$ cat src/rtl/wddl_dual_rail_launch.sv
// Launch/capture stage for a precharged WDDL network: converts words to dual-rail,
// holds them for an evaluate window, forces a precharge window, and checks the returned rails.
module wddl_dual_rail_launch #(
  parameter int WIDTH       = 8,
  parameter int EVAL_CYCLES = 2,
  parameter int PRE_CYCLES  = 1
) (
  input  logic             clk,
  input  logic             rst,
  input  logic             in_valid,
  output logic             in_ready,
  input  logic [WIDTH-1:0] in_data,
  output logic [WIDTH-1:0] dr_t,
  output logic [WIDTH-1:0] dr_f,
  output logic             phase_eval,
  input  logic [WIDTH-1:0] res_t,
  input  logic [WIDTH-1:0] res_f,
  output logic             out_valid,
  output logic [WIDTH-1:0] out_data,
  output logic             out_err,
  output logic             pre_err
);

  localparam int MAX_CYC = (EVAL_CYCLES > PRE_CYCLES) ? EVAL_CYCLES : PRE_CYCLES;
  localparam int CNT_W   = $clog2(MAX_CYC + 1);

  localparam logic [1:0] IDLE = 2'd0;
  localparam logic [1:0] EVAL = 2'd1;
  localparam logic [1:0] PRE  = 2'd2;

  logic [1:0]       state;
  logic [CNT_W-1:0] cnt;
  logic [WIDTH-1:0] pair_bad;
  logic [WIDTH-1:0] pair_residue;

  // A pair is bad when both rails agree; residue is any rail still high after precharge.
  for (genvar gi = 0; gi < WIDTH; gi++) begin : g_pair
    assign pair_bad[gi]     = ~(res_t[gi] ^ res_f[gi]);
    assign pair_residue[gi] = res_t[gi] | res_f[gi];
  end

  assign in_ready = (state == IDLE) && !rst;

  always_ff @(posedge clk) begin
    if (rst) begin
      state      <= IDLE;
      cnt        <= '0;
      dr_t       <= '0;
      dr_f       <= '0;
      phase_eval <= 1'b0;
      out_valid  <= 1'b0;
      out_data   <= '0;
      out_err    <= 1'b0;
      pre_err    <= 1'b0;
    end else begin
      out_valid <= 1'b0;
      pre_err   <= 1'b0;
      case (state)
        IDLE: begin
          if (in_valid) begin
            dr_t       <= in_data;
            dr_f       <= ~in_data;
            phase_eval <= 1'b1;
            cnt        <= CNT_W'(EVAL_CYCLES - 1);
            state      <= EVAL;
          end
        end
        EVAL: begin
          if (cnt != '0) begin
            cnt <= cnt - CNT_W'(1);
          end else begin
            out_data   <= res_t;
            out_err    <= |pair_bad;
            out_valid  <= 1'b1;
            dr_t       <= '0;
            dr_f       <= '0;
            phase_eval <= 1'b0;
            cnt        <= CNT_W'(PRE_CYCLES - 1);
            state      <= PRE;
          end
        end
        PRE: begin
          if (cnt != '0) begin
            cnt <= cnt - CNT_W'(1);
          end else begin
            pre_err <= |pair_residue;
            state   <= IDLE;
          end
        end
        default: begin
          // Unreachable encoding: recover to a safe precharged idle.
          dr_t       <= '0;
          dr_f       <= '0;
          phase_eval <= 1'b0;
          cnt        <= '0;
          state      <= IDLE;
        end
      endcase
    end
  end

endmodule

$ cat config.mk
export PLATFORM = sky130hd
export DESIGN_NAME = wddl_dual_rail_launch
export DESIGN_NICKNAME = d
export VERILOG_FILES = /design/src/rtl/wddl_dual_rail_launch.sv
export SDC_FILE = /design/constraint.sdc
export NUM_CORES = 1
export LEC_CHECK = 0
export CAP_MARGIN = 20
export CORE_ASPECT_RATIO = 1.2
export CORE_MARGIN = 3
export CORE_UTILIZATION = 46
export CTS_BUF_LIST = sky130_fd_sc_hd__clkbuf_8 sky130_fd_sc_hd__clkbuf_16
export CTS_CLUSTER_DIAMETER = 30
export CTS_CLUSTER_SIZE = 25
export DETAILED_ROUTE_END_ITERATION = 8
export PLACE_DENSITY_LB_ADDON = 0.25
export RECOVER_POWER = 25
export SYNTH_ARGS = -nofsm -noshare
export SYNTH_HDL_FRONTEND = slang
export SYNTH_SLANG_ARGS = --single-unit
$ cat constraint.sdc
create_clock -name clk -period 3.6 [get_ports clk]
set_input_delay 0.54 -clock clk [delete_from_list [all_inputs] [get_ports clk]]
set_output_delay 0.54 -clock clk [all_outputs]
set_load 0.1 [all_outputs]
==> implementation parameters <==
Parameter                              Value

Synth
  Post-Syn Area per Cell ... 10.3 sq um
  Share of the synthesized area in compound gates (AO/OA/AOI/OAI) ... 0.164
  Synth Area in Simple Gates ... 0.136
  Most frequently used flop master after synthesis ... sky130_fd_sc_hd__dfxtp_1
  Post-synthesis share of cell area spent on xor and xnor gates ... 0
  Proportion of synthesized chip area in sequential cells ... 0.446
  Net Count, Synth ... between 150 and 200
  Synth area leader ... sky130_fd_sc_hd__dfxtp_1
  Share of the synthesized area in the top cell type ... 0.446
  Adder and majority gate portion of the synthesized area ... 0.104
  Register bit count reported by yosys ... 32
  Ranking of synthesized cells by area ... sky130_fd_sc_hd__dfxtp_1, sky130_fd_sc_hd__ha_1, sky130_fd_sc_hd__mux2i_1, sky130_fd_sc_hd__inv_1, sky130_fd_sc_hd__o2bb2ai_1
  Proportion of register bits with asynchronous set or reset after synthesis ... 0
  Largest family of logic cells by synthesized area ... compound AO/OA/AOI/OAI gates
  Number of different library cells in the post-synthesis netlist ... 30
  Synth Warn # ... 0
  Cell area after synthesis ... 0.00144 sq mm
  Post-synthesis instance total ... 139
  Number of synthesized flops with an enable pin ... 0
  Share of cell area taken by muxes after synthesis ... 0.0627

Timing
  Relative slew slack ... 0.231
  Final setup TNS ... 0 ns
  Share of the cycle needed by the critical path after routing ... 0.723
  Worst slew pin tran ... 1.15 ns
  Max-slew violations ... 0
  Number of hold violations in the final report ... 0
  Achievable frequency ... 384 MHz
  Crit path time final ... 2.60 ns
  Post-Route Skew ... 0.00583 ns
  RSZ-0062 raised after global routing ... no
  Total of endpoints with negative setup slack in the final report ... 0

Final layout
  Final design area excluding fillers ... 0.00208 sq mm
  Register Area ... 641 sq um
  Fraction of layout instances using a drive strength above 1 ... 0.0663
  Fillcell total ... 232
  Number of nets in the finished design ... 234
  Most frequent cells in the layout ... sky130_fd_sc_hd__clkdlybuf4s50_1, sky130_fd_sc_hd__dfxtp_1, sky130_fd_sc_hd__inv_1
  Commonest non-fill, non-tap cell in the layout ... sky130_fd_sc_hd__clkdlybuf4s50_1
  Footprint of the multi-input gates ... 658 sq um
  Area grow syn2layout ... 44.9%
  Diode insertion count for antenna repair ... 0

Clocking
  Sink count of the clock tree ... 32
  Clock tree from TritonCTS ... built
  Clock Latency Late Sink ... 0.28 ns
  Root buffer cell ... sky130_fd_sc_hd__clkbuf_8
  Number of gates resized after cts ... 0
  Maximum level of the CTS H-tree ... 2
  Clock Tree Buf Depth ... 2
  Hold buffer count at cts ... 0
  Clock edge transition at the registers on the reported setup and hold paths ... around 0.070 ns
  Number of CTS-inserted buffers ... 5
  Post CTS Setup Buffer Count ... 0

Placement
  Number of buffers added on ports ... 55
  Routability congestion estimate from global placement ... around 0.76
  Instance area at placement ... about 0.0020 sq mm
  DP Wirelength ... 2.42 mm

Pwr
  Overall power after layout ... 1.08 mW
  Net switching power figure ... 0.391 mW
  Pwr per Cell Area ... 520 mW/mm^2
  Peak ir drop on the vdd network ... 0.000437 V
  Register share of total power ... 0.375
  Standby leakage power ... 0.919 nW
  Internal power component ... 0.692 mW
  Clock network power share ... 0.306
  Share of total power consumed by net switching ... 0.361
  Combinational share of power ... 0.319

GRT
  Total global routing track utilization ... 0.170
  Initial antenna violation count ... 0
  First-pass GRT wire length ... 5.09 mm
  Total global routing overflow ... 0
  Via count of the first global-routing pass ... 1150
  Pin count of the biggest net entering global routing ... 20

Hold path
  Path type of the worst min-delay path ... reg -> reg

Worst setup path
  Data required time at the worst endpoint ... 3.06 ns
  Startpoint-to-endpoint class of the critical path ... in -> out
  Critical path peak fanout ... 19
  Cell-by-cell listing of the critical path ... dlygate4sd3_1 -> clkbuf_1 -> nor3_1 -> buf_4
  Crit end category ... primary output
  Data arrival at the endpoint of the critical path ... 2.06 ns
  Critical path launch point type ... input pin
  Crit path max-delay cell type ... sky130_fd_sc_hd__clkbuf_1
  CP max stage delay ... 0.65 ns

Die
  Core ar. ... 0.00289 sq mm
  Die X ... 57.0 um
  Initial cell density of the core ... 0.497
  Die outline height ... 67.2 um
  Cell Rows ... 21
  Top-level I/O count ... 56
  Die footprint ... about 0.0038 sq mm

Routing
  Via count ... 1209
  Remaining number of nets flagged by the antenna check after routing ... 0
  Vias per inst ... 5.26
  Detailed Route WL ... 3.13 mm
  Length of the first detailed-routing pass in iterations ... 4
  Number of DRC markers after the initial detailed-route iteration ... 21
  Wirelength per Cell ... 13.6 um
  Number of DRC violations after detailed routing ... 0

Job
  Max-cap check violation count ... 0

Status
  Outcome ... completed
## through the flow
| step | hold slack, ns | setup WS [ns] | util | instances |
|---|---|---|---|---|
| finish | 0.463 | 0.996 | 0.721 | 230 |
| global route | 0.482 | 0.822 | 0.721 | 230 |
| CTS | 0.467 | 1.27 | 0.726 | 230 |
| global placement | 0.449 | 1.44 | 0.688 | 222 |
| floorplan | 0.548 | 0.158 | - | 139 |
| detailed placement | 0.451 | 1.39 | 0.688 | 222 |
## path summary, 6_finish.rpt
path,to,depth (start not counted),slack [ns],from
min reg2reg,dr_f[1],1,0.46,dr_f[1]
max,in_ready,4,1.0,rst
min,dr_f[1],1,0.46,dr_f[1]
max reg2reg,dr_t[2],3,1.52,state[1]
## worst max-delay path: cells and delay by family
kind,cells,cell delay (ns)
AND/OR/NAND/NOR,1,0.09
buffers and inverters,3,1.44
## synth_stat cells, types with 2 or more instances
cell	number
sky130_fd_sc_hd__nor3_1	6
sky130_fd_sc_hd__nand4_1	4
sky130_fd_sc_hd__nor2b_1	3
sky130_fd_sc_hd__buf_1	2
sky130_fd_sc_hd__ha_1	12
sky130_fd_sc_hd__a22o_1	7
sky130_fd_sc_hd__o22a_1	2
sky130_fd_sc_hd__nor2_1	10
sky130_fd_sc_hd__o2bb2ai_1	8
sky130_fd_sc_hd__a21oi_1	4
sky130_fd_sc_hd__dfxtp_1	32
sky130_fd_sc_hd__buf_2	2
sky130_fd_sc_hd__mux2i_1	9
sky130_fd_sc_hd__inv_1	21
sky130_fd_sc_hd__nand2_1	2
## routing by layer
layer,wire length [um],part of all wire,vias up,track usage
li1,-,-,595,-
met5,0,0,-,0
met1,1300,0.41,567,0.198
met2,1600,0.51,44,0.294
met4,36,0.012,0,0.0522
met3,197,0.063,3,0.0574
## registers in the layout (all words and copies together) (netlist names)
name,count
state,2
cnt,2
phase_eval,1
dr_t,8
out_valid,1
out_data,8
out_err,1
dr_f,8
pre_err,1
## power by group through the flow
stage / Combinational (mW) / Sequential [mW] / Clock [mW]
finish: 0.346 / 0.407 / 0.331
global route: 0.364 / 0.410 / 0.358
CTS: 0.351 / 0.407 / 0.342
detailed placement: 0.350 / 0.414 / 0
global placement: 0.344 / 0.412 / 0
floorplan: 0.103 / 0.569 / 0
## kinds of logic after synthesis
family	after synthesis
mux	9
simple gates	32
fa+ha+maj	12
compound gates	26
flops	32
buf+inv	28
## layout make-up
| cell class | instances | area share |
|---|---|---|
| Sequential cell | 32 | 0.308 |
| Inverter | 21 | 0.0378 |
| Tap cell | 34 | 0.0204 |
| Multi-Input combinational cell | 79 | 0.316 |
| Timing Repair Buffer | 56 | 0.265 |
| Clock buffer | 5 | 0.0330 |
| Clock inverter | 3 | 0.0204 |
Note: power is estimated with default switching activity, not from simulation.
